## config.mk

```make
export PLATFORM = sky130hd
export DESIGN_NAME = project_register_file
export DESIGN_NICKNAME = d
export VERILOG_FILES = /design/src/rtl/project_register_file.sv
export SDC_FILE = /design/constraint.sdc
export NUM_CORES = 1
export LEC_CHECK = 0
export CAP_MARGIN = 10
export CORE_UTILIZATION = 48
export DETAILED_ROUTE_END_ITERATION = 7
export PLACE_DENSITY = 0.94
export SLEW_MARGIN = 25
export SYNTH_ARGS = -nofsm -noshare
export SYNTH_HDL_FRONTEND = slang
export SYNTH_SLANG_ARGS = --single-unit
```

## constraint.sdc

```tcl
create_clock -name i_clk -period 3.6 [get_ports i_clk]
set_input_delay 0.36 -clock i_clk [delete_from_list [all_inputs] [get_ports i_clk]]
set_output_delay 0.36 -clock i_clk [all_outputs]
set_load 0.03 [all_outputs]
```

## src/rtl/project_register_file.sv

```systemverilog
// PWM configuration register file: 15 byte registers at addresses 0-14 with a zero-cycle read port.
// Define PWM1B_CHANNEL_EN to implement the PWM1B channel registers (addresses 9-14).
module project_register_file (
  input  logic       i_clk,
  input  logic       i_reset,
  input  logic       i_write_en,
  input  logic [5:0] i_address,
  input  logic [7:0] i_data,
  output logic [7:0] o_data,
  output logic [7:0] o_pwm1_control_register,
  output logic [7:0] o_pwm1_msb_period,
  output logic [7:0] o_pwm1_lsb_period,
  output logic [7:0] o_pwm1A_action_register,
  output logic [7:0] o_pwm1A_msb_compa,
  output logic [7:0] o_pwm1A_lsb_compa,
  output logic [7:0] o_pwm1A_msb_compb,
  output logic [7:0] o_pwm1A_lsb_compb,
  output logic [7:0] o_pwm1A_deadband_register,
  output logic [7:0] o_pwm1B_action_register,
  output logic [7:0] o_pwm1B_msb_compa,
  output logic [7:0] o_pwm1B_lsb_compa,
  output logic [7:0] o_pwm1B_msb_compb,
  output logic [7:0] o_pwm1B_lsb_compb,
  output logic [7:0] o_pwm1B_deadband_register
);

`ifdef PWM1B_CHANNEL_EN
  localparam int NUM_IMPL = 15;
`else
  localparam int NUM_IMPL = 9;
`endif

  logic [7:0] regs_q [NUM_IMPL];
  logic [7:0] regs_d [NUM_IMPL];
  logic [7:0] rd_data_s;

  // Next-state: at most one implemented register takes i_data; unmapped addresses match nothing
  always_comb begin
    for (int i = 0; i < NUM_IMPL; i++) begin
      if (i_write_en && (i_address == 6'(i))) begin
        regs_d[i] = i_data;
      end else begin
        regs_d[i] = regs_q[i];
      end
    end
  end

  // Register storage, cleared asynchronously while i_reset is low
  always_ff @(posedge i_clk or negedge i_reset) begin
    if (!i_reset) begin
      for (int i = 0; i < NUM_IMPL; i++) begin
        regs_q[i] <= 8'h00;
      end
    end else begin
      for (int i = 0; i < NUM_IMPL; i++) begin
        regs_q[i] <= regs_d[i];
      end
    end
  end

  // Read mux: anything outside the implemented range reads as zero
  always_comb begin
    rd_data_s = 8'h00;
    for (int i = 0; i < NUM_IMPL; i++) begin
      if (i_address == 6'(i)) begin
        rd_data_s = regs_q[i];
      end else begin
        rd_data_s = rd_data_s;
      end
    end
  end

  assign o_data                    = rd_data_s;
  assign o_pwm1_control_register   = regs_q[0];
  assign o_pwm1_msb_period         = regs_q[1];
  assign o_pwm1_lsb_period         = regs_q[2];
  assign o_pwm1A_action_register   = regs_q[3];
  assign o_pwm1A_msb_compa         = regs_q[4];
  assign o_pwm1A_lsb_compa         = regs_q[5];
  assign o_pwm1A_msb_compb         = regs_q[6];
  assign o_pwm1A_lsb_compb         = regs_q[7];
  assign o_pwm1A_deadband_register = regs_q[8];

`ifdef PWM1B_CHANNEL_EN
  assign o_pwm1B_action_register   = regs_q[9];
  assign o_pwm1B_msb_compa         = regs_q[10];
  assign o_pwm1B_lsb_compa         = regs_q[11];
  assign o_pwm1B_msb_compb         = regs_q[12];
  assign o_pwm1B_lsb_compb         = regs_q[13];
  assign o_pwm1B_deadband_register = regs_q[14];
`else
  assign o_pwm1B_action_register   = 8'h00;
  assign o_pwm1B_msb_compa         = 8'h00;
  assign o_pwm1B_lsb_compa         = 8'h00;
  assign o_pwm1B_msb_compb         = 8'h00;
  assign o_pwm1B_lsb_compb         = 8'h00;
  assign o_pwm1B_deadband_register = 8'h00;
`endif

endmodule

```

==> PnR_summary.wiki <==
{| class="wikitable"
! Metric !! Value
|-
| Finished layout cell area || between 4000 and 5000 um^2
|-
| Number of synthesized flops with an enable pin || 0
|-
| Worst R2R End || o_pwm1_lsb_period[6]
|-
| Area of the mapped netlist || around 3800 um^2
|-
| Total number of H-tree levels || 3
|-
| Final non-filler cell total || just over 500
|-
| Most area-hungry cell type in the Yosys netlist || dfrtp_1
|-
| Top fanout value on the critical path || 20
|-
| CTS buffer count || 9
|-
| Worst-Margin Slew || around 0.76 ns
|-
| YS warnings || 0
|-
| Hold violation count in the final report || 0
|-
| Total routed wirelength || 9370 um
|-
| Classification of the worst-slack hold path || primary input to asynchronous set/reset pin
|-
| Syn Area/Cell || 12.5 um^2
|-
| Vias in the first global route || around 2800
|-
| Chip Width || approximately 90 um
|-
| Endpoint kind of the worst setup timing path || output pin
|-
| Area fraction in compound gates after synthesis || 0.0700
|-
| Final setup skew || 0 ns
|-
| Area enclosed by the die boundary || approximately 8200 um^2
|-
| Syn Inst Count || 301
|-
| Remaining design rule violation count || 0
|-
| Run status || complete, no violations
|-
| Most common library cell in the layout ignoring fill and taps || clkdlybuf4s50_1
|-
| Via Count || around 2800
|-
| Initial antenna violation count || 0
|-
| Total Power || between 2000 and 3000 uW
|-
| Fmax || roughly 360 MHz
|-
| Signal arrival time at the worst endpoint || ~2.4 ns
|-
| CP Class || primary input to output pin
|-
| Number of vias per cell || between 5 and 6
|-
| CTS max path bufs || 2
|-
| GR Util All Layers || 0.237
|-
| Final slew viol count || 0
|-
| Ant diodes || 0
|-
| Main area contributors after synthesis || dfrtp_1, mux2_2, buf_4, mux2i_1, mux4_2
|-
| Period utilization || 0.768
|-
| Async SR Flop Fraction || 1.00
|-
| Setup repair bufs after CTS || 0
|-
| Port Buffer Count || 96
|-
| Setup tns final || 0 ns
|-
| CTS clock-pin slew for the worst setup and hold paths || approximately 0.070 ns
|-
| Xor-xnor portion of the synthesized cell area || 0
|-
| Average routed wire per standard cell || roughly 19 um
|-
| Number of buffers inserted by hold repair at cts || 0
|-
| Pin count of the biggest net entering global routing || 39
|-
| Switching power || ~850 uW
|-
| Adder and majority cell fraction of the synthesized area || 0
|-
| Min cycle time layout || 2.77 ns
|-
| TritonCTS clock tree || built
|-
| Post-DRT Antenna Nets || 0
|-
| Total instance count after detailed placement || 489
|-
| Share of power burned in the clock network || 0.292
|-
| Main combinational cell family by area after synthesis || multiplexers
|-
| Critical Path Source Type || primary input
|-
| Sink Count || between 70 and 80
|-
| GRT Residual Overflow || 0
|-
| Global-route wire length before repair || between 10000 and 15000 um
|-
| Register area share after synthesis || 0.478
|-
| Root buffer selected by CTS || clkbuf_8
|-
| Core utilization of the finished layout || 0.655
|-
| VDD IR-drop max || approximately 340 uV
|-
| Number of max-cap violations || 0
|-
| R2R Path Start || o_pwm1_lsb_period[6]
|-
| Initial core utilization || 0.509
|-
| Sw frac || 0.338
|-
| RD Place Congestion || about 0.83
|-
| Reported leakage power || 0.00227 uW
|-
| Fillcell total || roughly 530
|-
| Part of the power in combinational logic || 0.303
|-
| Number of cell instances on the worst register-to-register path || 1
|-
| Detailed Route Iter0 Violations || around 160
|-
| Die Ht || between 90 and 100 um
|-
| Count of unique library cells instantiated by Yosys || 38
|-
| Final #Nets || approximately 420
|-
| Core Box Area || between 7000 and 8000 um^2
|-
| Final number of setup-violating endpoints || 0
|-
| Multiplexer share of the synthesized area || 0.271
|-
| Flop-to-flop setup slack || around 2.8 ns
|-
| Unrepaired setup endpoints after global routing || no
|-
| Total power divided by cell area || 516 nW/um^2
|-
| Share of the synthesized area in the top cell type || 0.478
|-
| Simple-gate portion of the synthesized area || 0.0657
|-
| Cell Rows || 31
|-
| Highest-count cells in the layout ignoring fill and taps || clkdlybuf4s50_1, mux2_2, dfrtp_1
|-
| Internal || roughly 1700 uW
|-
| Boundary pin count || between 100 and 150
|-
| Post-place instance area || about 4600 um^2
|-
| Half-perimeter wire length of the detailed placement result || 6960 um
|-
| Number of instances resized during post-cts repair || 0
|-
| TritonRoute pass-1 iters || 4
|-
| Relative slew slack || 0.494
|-
| Required time at the endpoint of the critical path || between 3 and 4 ns
|-
| #FFs+latches synth || a little over 70
|-
| Share of final-layout standard cells stronger than drive strength 1 || 0.278
|-
| Area Overhead vs Synth || 28.7%
|-
| Skew-Pair Late Insertion Delay || roughly 0.35 ns
|-
| Register share of total power || 0.405
|-
| Most common flop cell mapped by yosys || dfrtp_1
|}
[state kept, by name, summed over array words and instances, names as in the netlist]
name / cells
o_pwm1_lsb_period: 8
o_pwm1A_msb_compa: 8
o_pwm1A_lsb_compa: 8
o_pwm1A_deadband_register: 8
o_pwm1A_lsb_compb: 8
o_pwm1_control_register: 8
o_pwm1A_action_register: 8
o_pwm1_msb_period: 8
o_pwm1A_msb_compb: 8
[cell families (layout without fill, tap and decap cells)]
family	count (synthesis)	count (layout)
buffers and inverters	62	120
AND/OR/NAND/NOR	39	39
other	1	48
flip-flops	72	72
AO/OA/AOI/OAI	41	41
multiplexers	86	86
[layer usage]
metal | track usage | vias up | share of wire | wire length, um
li1 | - | 1198 | - | -
met1 | 0.286 | 1398 | 0.40 | 3720
met2 | 0.396 | 161 | 0.50 | 4700
met3 | 0.0530 | 25 | 0.071 | 664
met4 | 0.124 | 0 | 0.030 | 282
met5 | 0 | - | 0 | 0
[power by group through the flow]
stage | Combinational (uW) | Sequential [uW] | Clock, uW
final | 760 | 1020 | 731
after global routing | 796 | 1030 | 774
after CTS | 763 | 1010 | 738
after detailed placement | 759 | 1030 | 0
after global placement | 744 | 1020 | 0
after floorplan | 276 | 1220 | 0
[critical path, stage by stage]
cell	delay (ns)
clkdlybuf4s50_1	0.43
buf_4	0.23
or4b_4	0.54
a211oi_1	0.38
a21oi_1	0.08
o22ai_1	0.19
buf_4	0.20
[cell usage after synthesis (4+ instances only)]
master	number
dfrtp_1	72
nand2_1	7
o22ai_1	7
buf_4	50
mux2_2	73
mux2i_1	8
nor2_1	6
nand3_1	4
a21oi_1	9
o21ai_0	10
clkbuf_1	4
a22oi_1	6
[cell type report]
type,count,area (um^2),area share
Sequential cell,72,1800,0.371
Multi-Input combinational cell,214,1710,0.353
Timing Repair Buffer,101,973,0.200
Clock buffer,12,155,0.0320
Tap cell,99,124,0.0255
Clock inverter,4,76.3,0.0157
Inverter,3,11.3,0.00232
[worst max-delay path by stage]
| stage | to | slack, ns | start |
|---|---|---|---|
| global placement | o_data[1] | 0.94 | i_address[2] |
| CTS | o_data[2] | 0.88 | i_address[0] |
| global route | o_data[4] | 0.73 | i_address[0] |
| finish | o_data[4] | 0.83 | i_address[0] |
| detailed placement | o_data[2] | 0.89 | i_address[2] |
| floorplan | o_data[6] | 1.26 | i_address[0] |
[metrics by stage]
stage	setup WS [ns]	hold slack (ns)
after detailed placement	0.886	0.471
after global routing	0.733	0.130
after global placement	0.939	0.467
final	0.834	0.0694
after CTS	0.884	0.0892
after floorplan	1.26	0.0644
Power figures use the tool's default switching activity.
